===== config.mk =====
export PLATFORM = sky130hd
export DESIGN_NAME = alu_uart_interface
export DESIGN_NICKNAME = d
export VERILOG_FILES = /design/src/rtl/alu_uart_interface.sv
export SDC_FILE = /design/constraint.sdc
export NUM_CORES = 1
export LEC_CHECK = 0
export ABC_AREA = 0
export CORE_MARGIN = 2
export CORE_UTILIZATION = 48
export CTS_CLUSTER_DIAMETER = 120
export DETAILED_ROUTE_END_ITERATION = 16
export GPL_TIMING_DRIVEN = 0
export PLACE_DENSITY = 0.79
export SYNTH_ARGS = -nofsm -noshare
export SYNTH_HDL_FRONTEND = slang
export SYNTH_SLANG_ARGS = --single-unit

===== constraint.sdc =====
create_clock -name clk -period 3 [get_ports clk]
set_clock_uncertainty 0.15 [all_clocks]
set_input_delay 0.6 -clock clk [delete_from_list [all_inputs] [get_ports clk]]
set_output_delay 0.6 -clock clk [all_outputs]
set_load 0.01 [all_outputs]

===== src/rtl/alu_uart_interface.sv =====
// alu_uart_interface
//   Byte-serial front end for a combinational ALU. Three UART bytes are
//   collected in order (operand A, operand B, opcode). They are held on the
//   ALU inputs while the ALU result is captured. The result is then handed to
//   a UART transmitter as a single byte, with a watchdog on the transmitter's
//   completion pulse.
//
// Ports
//   clk      : rising-edge clock
//   rst_n    : synchronous active-low reset
//   rx_data  : received byte, valid while rx_done is high
//   rx_done  : one-cycle pulse marking a received byte
//   alu_out  : combinational ALU result for the current A/B/opcode
//   tx_done  : one-cycle pulse marking the end of a transmitted byte
//   A, B     : registered operands to the ALU
//   opcode   : registered opcode to the ALU (low OPCODE_LEN bits of the byte)
//   tx_data  : registered result byte for the transmitter
//   tx_start : one-cycle request to transmit tx_data
//   busy     : high while the result is latched or being transmitted
//   timeout  : one-cycle pulse when the transmitter never reported tx_done
module alu_uart_interface #(
  parameter int BUS_LEN        = 8,
  parameter int OPCODE_LEN     = 6,
  parameter int TIMEOUT_CYCLES = 50000
) (
  input  logic                  clk,
  input  logic                  rst_n,
  input  logic [BUS_LEN-1:0]    rx_data,
  input  logic                  rx_done,
  input  logic [BUS_LEN-1:0]    alu_out,
  input  logic                  tx_done,
  output logic [BUS_LEN-1:0]    A,
  output logic [BUS_LEN-1:0]    B,
  output logic [OPCODE_LEN-1:0] opcode,
  output logic [BUS_LEN-1:0]    tx_data,
  output logic                  tx_start,
  output logic                  busy,
  output logic                  timeout
);

  typedef enum logic [2:0] {
    S_A       = 3'd0,
    S_B       = 3'd1,
    S_OP      = 3'd2,
    S_LATCH   = 3'd3,
    S_WAIT_TX = 3'd4
  } state_t;

  // Last counter value before the watchdog fires.
  localparam logic [15:0] CNT_LAST = 16'(TIMEOUT_CYCLES - 1);

  state_t      state;
  state_t      state_next;
  logic [15:0] counter;
  logic        expire;

  // Upper opcode-byte bits are intentionally discarded.
  logic unused_rx_bits;
  assign unused_rx_bits = ^rx_data[BUS_LEN-1:OPCODE_LEN];

  // Watchdog expiry only counts when tx_done does not arrive in that cycle.
  assign expire = (state == S_WAIT_TX) && !tx_done && (counter == CNT_LAST);

  always_ff @(posedge clk) begin
    if (!rst_n) begin
      state <= S_A;
    end else begin
      state <= state_next;
    end
  end

  always_comb begin
    state_next = state;
    case (state)
      S_A:       if (rx_done) state_next = S_B;
      S_B:       if (rx_done) state_next = S_OP;
      S_OP:      if (rx_done) state_next = S_LATCH;
      S_LATCH:   state_next = S_WAIT_TX;
      S_WAIT_TX: if (tx_done || expire) state_next = S_A;
      default:   state_next = S_A;
    endcase
  end

  // Operand capture; bytes arriving in S_LATCH/S_WAIT_TX are dropped.
  always_ff @(posedge clk) begin
    if (!rst_n) begin
      A      <= '0;
      B      <= '0;
      opcode <= '0;
    end else if (rx_done) begin
      case (state)
        S_A:     A      <= rx_data;
        S_B:     B      <= rx_data;
        S_OP:    opcode <= rx_data[OPCODE_LEN-1:0];
        default: ;
      endcase
    end
  end

  // Result capture, transmit request and watchdog.
  always_ff @(posedge clk) begin
    if (!rst_n) begin
      tx_data  <= '0;
      tx_start <= 1'b0;
      timeout  <= 1'b0;
      counter  <= '0;
    end else begin
      tx_start <= 1'b0;
      timeout  <= expire;
      if (state == S_LATCH) begin
        tx_data  <= alu_out;
        tx_start <= 1'b1;
        counter  <= '0;
      end else if (state == S_WAIT_TX) begin
        counter  <= counter + 16'd1;
      end
    end
  end

  assign busy = (state == S_LATCH) || (state == S_WAIT_TX);

endmodule


==> results.md <==
- Routed wire per std cell: roughly 12 µm
- Critical Path Source Type: flop
- TNS Setup: 0 ps
- Most frequent cells in the layout: 52 x clkdlybuf4s50_1, 51 x dfxtp_1, 41 x nand2_1, 31 x nor2_1, 26 x a21oi_1
- R2r startpoint: state[1]
- CP Max Fanout: 12
- Slowest cell on the critical path: clkdlybuf4s50_1
- Max transition margin: around 37%
- Vias/cell: roughly 5.2
- Grt met1 use: about a quarter
- WS Path Type: flop to primary output
- Tmin final: approximately 2700 ps
- Post-synth top area cell: dfxtp_1
- CP Depth: 5
- Data arrival, critical path: approximately 2000 ps
- Total number of vias: about 1800
- Peak VDD IR: between 0.3 and 0.4 mV
- PD cells: ~460 mW/mm²
- Slew Limit Fails: 0
- Total GRT Usage: about a fifth
- Hold_buf cts: 0
- Min-delay worst type: flop to flop
- Clk_lat worst skew: roughly 300 ps
- R2R Setup Slk: around 630 ps
- Top cells by area, synth: dfxtp_1 50%, nand2_1 7.5%, mux2i_1 6.8%
- Final setup fails: 0
- Area grow syn2layout: 32.8%
- M2 GR Usage: between 30% and 40%
- Critical Path RT: between 2000 and 2500 ps
- Row cnt: 23
- H-Tree Depth: 2
- Clk slew on worst S/H paths: roughly 90 ps
- Fmax: between 300 and 400 MHz
- Synth Register Bits: 51
- DRT Pass-1 Iters: 5
- Asr flop ratio synth: 0%
- Die Wd: slightly below 70 µm
- Setup Fix Bufs, Post-CTS: 0
- Clock net sink count: around 50
- Worst reg-to-reg path cell count: 6
- Average cell area after synthesis: between 8 and 9 µm²
- # port buffers: 52
- CP most frequent cell: nand2_1
- Outcome: complete, no violations
- Vias in the first global route: between 1500 and 2000
- Min-delay src: tx_data[1]
- Main synth FF type: dfxtp_1
- Hold Vio Cnt, Final: 0
- Fin crit share: roughly nine tenths
- Register area: between 0.001 and 0.0015 mm²
- Share of post-route cells with drive strength above 1: 5.37%
- Initial Utilization: 50.7%
- Grt total ovfl: 0
- Number of fill cells: around 360
- Reg2Reg Capture Point: counter[15]
- Gate count after technology mapping: between 200 and 250
- Synth top area share: about half
- WL final: 4330 µm
- Setup crit end kind: primary output
- Post-Syn Area: approximately 0.0021 mm²
- CP Buf/Inv Count: 2
- Final cell count without fillers: roughly 350
- Number of flops mapped to enable cells by yosys: 0
- Register area share after synthesis: between 40% and 50%
- Clock buffer depth: 2
- Clock root cell: clkbuf_8
- # IOs: 53
- Antenna fix cells: 0
- Leakage: between 0.9 and 1 nW
- DR DRC count: 0
- Total power: 1.24 mW
- Area of the multi-input gates: about 950 µm²
- DP Wirelength: around 3200 µm
- Met3 Use GR: between 4 and 5%
- Hold path depth: 2
- Placer Congestion: approximately 0.81
- CTS resizes: 0
- Core box area: a little over 0.004 mm²
- Die area: ~0.0048 mm²
- CTS tree: built
- CP max stage delay: 530 ps
- Final layout net count: between 300 and 400
- Max Cap Viol: 0
- Chain of cells forming the critical path: buf_2, nand2_1, or2_2, nand2_1, clkdlybuf4s50_1
- Initial antenna violation count: 0
- Dpl cells: between 300 and 400
- Hold Path End: tx_data[1]
- Detail Route Antenna Nets: 0
- Measured slew at the worst slew-check pin: 938 ps
- Pin count of the biggest net entering global routing: 16
- Synth Net Count: 260
- GR peak layer: met2
- Iter 0 DRT Violations: 100
- TritonCTS Buffers: 5
- Synth cell types: 35
- First-pass GRT wire length: 7520 µm
- Most common cell after layout, fill and taps aside: clkdlybuf4s50_1
- RSZ-0062 raised after global routing: no
- CP delay by family, top: buffers and inverters
- Die Span Y: 69.5 µm
- Syn. warnings: 0
## report_power, final
part	switching (mW)	total [mW]	internal, mW
logic	0.0654	0.139	0.0740
registers	0.00806	0.702	0.694
clock network	0.214	0.403	0.189
total	0.287	1.24	0.957
## cell usage after synthesis (all sizes together) (5+ instances only)
master / number
a21oi: 26
clkbuf: 8
dfxtp: 51
inv: 5
mux2i: 14
nand2: 41
nor2: 31
nor3: 9
or3: 5
xnor2: 7
## worst register-to-register path, cell delays in order (launching register included)
cell and delay [ps]:
dfxtp_1 300, buf_2 150, nand4bb_1 320, or4_1 520, clkbuf_1 200, or4_1 500, a21oi_1 150
## final cells by class
class,instances,share of cell area (%)
Buffer,11,2.15
Clock buffer,7,3.16
Inverter,6,0.824
Multi-Input combinational cell,170,34.8
Tap cell,50,2.29
Timing Repair Buffer,52,19.0
Sequential cell,51,37.4
Clock inverter,1,0.321
## metal layers
metal  vias to the layer above  part of all wire [%]
met3                         6                   5.2
li1                        934                     -
met5                         -                     0
met4                         0                   1.2
met2                        55                    48
met1                       817                    46
## cells by family (layout without fill, tap and decap cells)
family	after synthesis	count (layout)	synth area share (%)
simple gates	109	109	24.7
flops	51	51	49.6
compound gates	38	38	10.6
buf+inv	18	77	4.13
mux	15	15	7.36
xor+xnor	7	7	2.98
fa+ha+maj	1	1	0.608
## worst max-delay path by stage
stage | start | slack (ps) | endpoint
6_report | state[1] | 280 | busy
5_1_grt | state[1] | 160 | busy
4_1_cts | state[1] | 80 | busy
3_5_place_dp | rx_done | 380 | B[6]
3_3_place_gp | rx_done | 390 | B[4]
2_1_floorplan | state[0] | 830 | counter[14]
## state kept, by name (all words and copies together) (netlist names)
name,count
B,8
tx_start,1
counter,16
A,8
opcode,6
state,3
timeout,1
tx_data,8
## metrics by stage
| stage | area [µm²] | setup WS [ps] | util [%] | hold slack, ps |
|---|---|---|---|---|
| after global placement | 2640 | 389 | 65.1 | 291 |
| after CTS | 2740 | 76.1 | 67.4 | 309 |
| after floorplan | 2060 | 834 | - | 301 |
| after global routing | 2730 | 163 | 67.3 | 332 |
| final | 2730 | 275 | 67.3 | 305 |
| after detailed placement | 2640 | 378 | 65.1 | 296 |
Note: power is estimated with default switching activity, not from simulation.
